[src/rtl/pipe_stage_skid.sv]
// Elastic pipeline register: output register plus one skid entry, valid/ready on both sides.
// in_ready depends only on state and rst, so out_ready never reaches it combinationally.
module pipe_stage_skid #(
   parameter int CTRL_W = 6,
   parameter int DATA_W = 87
) (
   input  logic              clk,
   input  logic              rst,
   input  logic              flush,
   input  logic              in_valid,
   output logic              in_ready,
   input  logic [CTRL_W-1:0] in_ctrl,
   input  logic [DATA_W-1:0] in_data,
   output logic              out_valid,
   input  logic              out_ready,
   output logic [CTRL_W-1:0] out_ctrl,
   output logic [DATA_W-1:0] out_data,
   output logic [1:0]        occupancy
);

   typedef enum logic [1:0] {EMPTY = 2'd0, HALF = 2'd1, FULL = 2'd2} state_t;

   state_t state, state_nx;

   logic [CTRL_W-1:0] ctrl_q, skid_ctrl_q;
   logic [DATA_W-1:0] data_q, skid_data_q;
   logic in_xfer, out_xfer;
   logic ld_out, ld_skid, sel_skid;

   assign in_xfer  = in_valid & in_ready;
   assign out_xfer = out_valid & out_ready;

   always_ff @(posedge clk) begin
      if (!rst)       state <= EMPTY;
      else if (flush) state <= EMPTY;
      else            state <= state_nx;
   end

   always_comb begin
      state_nx = state;
      ld_out   = 1'b0;
      ld_skid  = 1'b0;
      sel_skid = 1'b0;
      case (state)
         EMPTY: if (in_xfer) begin
            ld_out   = 1'b1;
            state_nx = HALF;
         end
         HALF: begin
            if (in_xfer && out_xfer) begin
               ld_out = 1'b1;
            end else if (in_xfer) begin
               ld_skid  = 1'b1;
               state_nx = FULL;
            end else if (out_xfer) begin
               state_nx = EMPTY;
            end
         end
         FULL: if (out_xfer) begin
            ld_out   = 1'b1;
            sel_skid = 1'b1;
            state_nx = HALF;
         end
         default: state_nx = EMPTY;
      endcase
   end

   always_comb begin
      out_valid = (state != EMPTY);
      in_ready  = rst & (state != FULL);
      occupancy = (state == FULL) ? 2'd2 : (state == HALF) ? 2'd1 : 2'd0;
      out_ctrl  = out_valid ? ctrl_q : '0;
      out_data  = data_q;
   end

   // Flush clears only ctrl: a bubble must never carry enables, data may stay stale.
   always_ff @(posedge clk) begin
      if (!rst) begin
         ctrl_q      <= '0;
         data_q      <= '0;
         skid_ctrl_q <= '0;
         skid_data_q <= '0;
      end else if (flush) begin
         ctrl_q      <= '0;
         skid_ctrl_q <= '0;
      end else begin
         if (ld_out) begin
            ctrl_q <= sel_skid ? skid_ctrl_q : in_ctrl;
            data_q <= sel_skid ? skid_data_q : in_data;
         end
         if (ld_skid) begin
            skid_ctrl_q <= in_ctrl;
            skid_data_q <= in_data;
         end
      end
   end

endmodule
[config.mk]
export PLATFORM = sky130hd
export DESIGN_NAME = pipe_stage_skid
export DESIGN_NICKNAME = d
export VERILOG_FILES = /design/src/rtl/pipe_stage_skid.sv
export SDC_FILE = /design/constraint.sdc
export NUM_CORES = 1
export LEC_CHECK = 0
export CAP_MARGIN = 20
export CORE_MARGIN = 4
export CORE_UTILIZATION = 45
export CTS_CLUSTER_DIAMETER = 120
export DETAILED_ROUTE_END_ITERATION = 10
export GPL_TIMING_DRIVEN = 0
export PLACE_DENSITY = 0.83
export SYNTH_ARGS = -nofsm -noshare
export SYNTH_HDL_FRONTEND = slang
export SYNTH_SLANG_ARGS = --single-unit
[constraint.sdc]
create_clock -name clk -period 1.7 [get_ports clk]
set_input_delay 0.34 -clock clk [delete_from_list [all_inputs] [get_ports clk]]
set_output_delay 0.34 -clock clk [all_outputs]
set_load 0.05 [all_outputs]
Word level (Yosys, flattened, before mapping):

Cells that the tools add are included.
W data, S select, Z words.

* equality and inequality tests: 7
* multiplexer cells: 18
* bitwise gates (word level): 5
* reductions and logical operators: 7

Operators by type and width (count)
* $mux W87: 1
* $mux W2: 6
* $mux W6: 2
* $ne A2 B2 Y1 const B: 4
* $mux W1: 7
* $pmux W2 S3: 1
* $reduce_and A2 Y1: 2
* $reduce_and A4 Y1: 1
* $and A1 B1 Y1: 3
* $ne A3 B3 Y1 const B: 1
* $pmux W1 S3: 1
* $eq A2 B1 Y1 const B: 1
* $eq A2 B2 Y1 const B: 1
* $logic_not A2 Y1: 1
* $not A1 Y1: 2
* $reduce_bool A2 Y1: 1
* $reduce_or A2 Y1: 1
* $logic_and A1 B1 Y1: 1

* register bits: 188
* input port bits: 98
* output and inout port bits: 97
* word-level logic and storage cells: 42

Depth between registers and ports, before layout:

Gate-level depths: netlist of the first run.

* depth after elaboration: 7
* depth in mapped cells: 8
* depth with buffers taken out: 3

Least setup slack after synthesis of the first run:

Ideal clock, no wire load.

* path kind: input port to output port
* from: input port rst
* to: output port in_ready
* arrival time: 1816 ps
* data required time: 1360 ps
* path slack: -456 ps
* stages: 5
* path buffers: 3
* cell sequence: clkbuf_1 > inv_2 > clkbuf_1 > buf_1 > nor2_1

* cells in the longest elaborated chain, start to end: 1

Ends and longest elaborated chain
* start: declaration: RTL line 8 `input logic rst,`
* $and A1 B1 Y1: RTL line 70 `in_ready = rst & (state != FULL);`
* end: declaration: RTL line 11 `output logic in_ready,`

No other way between the ends.

Final worst setup path of the first run:

* from: register state[1]
* to: output port out_ctrl[4]

* cells in the longest elaborated chain, start to end: 2

Ends and longest elaborated chain
* start: declaration: RTL line 23 `state_t state, state_nx;`
* start signal: assignment: RTL line 36 `else state <= state_nx;`
* $reduce_bool A2 Y1: RTL line 69 `out_valid = (state != EMPTY);`
* $mux W6: RTL line 72 `out_ctrl = out_valid ? ctrl_q : '0;`
* end: declaration: RTL line 16 `output logic [CTRL_W-1:0] out_ctrl,`

No other way between the ends.

==> flow_summary_export.csv, run 1 <==
group,metric,value,unit
outcome,status,"complete, but fails checks",
outcome,violations,"setup timing",
place,dp_hpwl,18800,um
clock_network,cts_max_level,4,
route,vias,8266,
grt,grt_pass1_wl,41400,um
final_layout,utilization,64.8,%
synth,synthArstFlopShare,0,%
grt,grt_max_degree,17,
setup_path,worstSetupPathType,"reg -> out",
synth,synth_seq_area_share,44.6,%
clock_network,cts-hold-fix-buffers,0,
timing,rsz0062_at_grt,"true",
clock_network,path_clk_slew,60,ps
grt,antenna_found_initial,2,
clock_network,clkSinkCount,188,
floorplanning,start_util,46.3,%
timing,maxSlewViolCount,0,
timing,setup_ws,-88.1,ps
synth,syn-num-nets,995,
synth,syn_area,8430,um2
synth,synth_edf_count,0,
final_layout,final_nets,1223,
synth,synth_cell_types,33,
clock_network,clk-insertion-delay-late,430,ps
power_and_ir_drop,power.leakage,4.97,nW
place,port_buffers,193,
synth,synth_ff_type,"dfxtp_1",
place,place_congestion,0.902,
hold_path,hold_class,"in -> reg",
grt,top_usage_layer,"met2",
synth,synth_xor_area_share,0,%
synth,synth_top_area_share,44.6,%
route,postRouteAntennaNets,0,
floorplanning,core_area,18200,um2
synth,synth-simple-area-share,11.4,%
floorplanning,ios,195,
route,wl_per_cell,20.5,um
final_layout,drive_above_1_share,17.8,%
clock_network,cts-root-buf,"clkbuf_16",
setup_path,crit_path_start_kind,"flip-flop",
route,drc,0,
setup_path,worstPathRequired,1360,ps
synth,synthMuxAreaShare,11.2,%
floorplanning,dieArea,21000,um2
place,place_ws,-1750,ps
power_and_ir_drop,ir_drop,656,uV
power_and_ir_drop,p_per_area,877,nW/um2
timing,fmax,559,MHz
setup_path,critPathMaxFanout,7,
clock_network,cts_buffer_depth,2,
synth,netlist_top_cells_area,"dfxtp_1 (45%), mux2i_1 (11%), a311oi_1 (9.7%)",
grt,global_route.usage.met1,33.1,%
floorplanning,rows,49,
synth,synth_commonest_cells,"dfxtp_1 (188), mux2i_1 (94), a311oi_1 (93), nand3_1 (93), nand2_1 (85)",
setup_path,cp.arrival,1450,ps
grt,grt_pass1_vias,7760,
synth,netlist_instances,897,
place,place_area,10700,um2
timing,hold_viol_final,0,
floorplanning,die_w,145,um
final_layout,fillers,1441,
route,initialDrtViolationCount,695,
final_layout,final_cells,1368,
setup_path,endpoint_kind,"primary output",
final_layout,area_growth,40.0,%
timing,setup_viol,55,
synth,avgSynthCellArea,9.40,um2
synth,synthAdderAreaFrac,0,%
synth,synth_top_family_by_area,"compound AO/OA/AOI/OAI gates",
place,dp.cells,1319,
final_layout,stdcell_area,11800,um2
route,viasPerCell,6.04,
flow_run,drv_cap,0,
power_and_ir_drop,finalPower,10.3,mW
route,routed_wl,28100,um
timing,fin_worst_skew,6.24,ps
synth,synth.most_common_cell,"dfxtp_1",
floorplanning,die_y,145,um
grt,use_met2,40.0,%
route,drt_first_pass_iters,8,
final_layout,seqCellArea,3770,um2
synth,ys_seq_elements,188,
synth,synth_top_area_cell,"dfxtp_1",
synth,yosysWarnings,0,
final_layout,multi_input_area,4250,um2
grt,gr-total-overflow,0,
clock_network,cts_tree,"done",
grt,grt_use_total,25.1,%
clock_network,cts_buffers,17,
synth,synth_compound_area_share,26.2,%
grt,grtUsageMet3,5.59,%
timing,worstMarginPinSlew,788,ps
timing,slew-limit-headroom,47.5,%
timing,post-route-period-util,105,%
timing,fin_crit,1790,ps
## final timing paths
kind | start | endpoint | slack [ps] | cells past startpoint
setup / recovery | state[1]$_SDFFE_PP0P_ | out_ctrl[4] | -90 | 5
hold / removal | out_ready | state[1]$_SDFFE_PP0P_ | 150 | 2
setup reg to reg | state[0]$_SDFFE_PP0P_ | out_data[53]$_SDFFE_PN0P_ | -80 | 8
hold reg to reg | skid_data_q[28]$_SDFFE_PN0P_ | skid_data_q[28]$_SDFFE_PN0P_ | 450 | 2
## worst max-delay path, stage by stage (launching register included)
cell and delay [ps]:
dfxtp_2 360, buf_6 150, nor2_4 60, buf_6 130, nor2b_4 150, buf_8 160
## stage by stage
step,hold slack (ps),TNS (ps)
finish,154,-2220
global route,167,-5430
CTS,134,-203
detailed placement,439,-131570
global placement,434,-124620
floorplan,428,0
## sequential cells by signal, indices dropped and copies added, names as in the netlist
register / count
state: 2
skid_ctrl_q: 6
out_data: 87
ctrl_q: 6
skid_data_q: 87
## kinds of logic (layout without fill, tap and decap cells)
kind of cell / count (synthesis) / after routing
other cells: 0 / 1
compound gates: 293 / 293
flops: 188 / 188
mux: 94 / 94
buf+inv: 120 / 361
simple gates: 202 / 202
## layout by cell type (no fill, tap or decap), types with 2 or more instances in the layout
master           instances
dfxtp_1                186
nand3_1                 93
clkdlybuf4s50_1         93
mux2i_1                 91
a311oi_1                88
nand2_1                 85
o21ai_1                 84
dlygate4sd2_1           65
a211oi_1                59
clkbuf_1                37
a211oi_2                33
clkbuf_16               23
buf_4                   23
clkbuf_2                22
buf_6                   19
buf_2                   19
clkdlybuf4s15_1         17
a21oi_1                 11
clkbuf_4                 9
o21ai_0                  9
buf_8                    7
nor2b_4                  7
buf_12                   7
a311oi_2                 5
clkbuf_8                 4
nor2_4                   3
mux2i_2                  3
buf_1                    3
nor2b_1                  2
nand2b_1                 2
clkinv_4                 2
clkinvlp_4               2
bufinv_16                2
clkinv_2                 2
## per-layer routing
layer  wire, um  share of wire, %
met5         12             0.043
met4        903               3.2
met2      13400                48
met3       2150               7.7
met1      11600                41
## layout make-up
type / count / share of cell area [%]
inverters: 3 / 0.117
well taps: 229 / 2.43
plain buffers: 116 / 6.75
multi-input cells: 589 / 36.0
clock inverters: 9 / 0.943
flip-flops and latches: 188 / 31.9
repair buffers: 210 / 17.7
clock buffers: 23 / 4.05
diodes: 1 / 0.0212
## repair_timing
item,4_1_cts,5_1_grt
endpoints found under the setup margin,277,160
pin swaps,2,2
gates resized for setup,264,79
cloned,0,5
setup buffers,8,4
## report_power, final
group          internal [mW]  switching (mW)
Combinational          0.657            1.06
Clock                   2.29            1.72
Sequential              4.54          0.0833
Total                   7.49            2.86
(Power assumes the default switching activity.)
==> inputs of run 2 (changes only) <==
Settings changed: CAP_MARGIN 20 to 5.
==> results of run 2 <==
The final DEF is identical to that of run 1; final timing and power are the same.
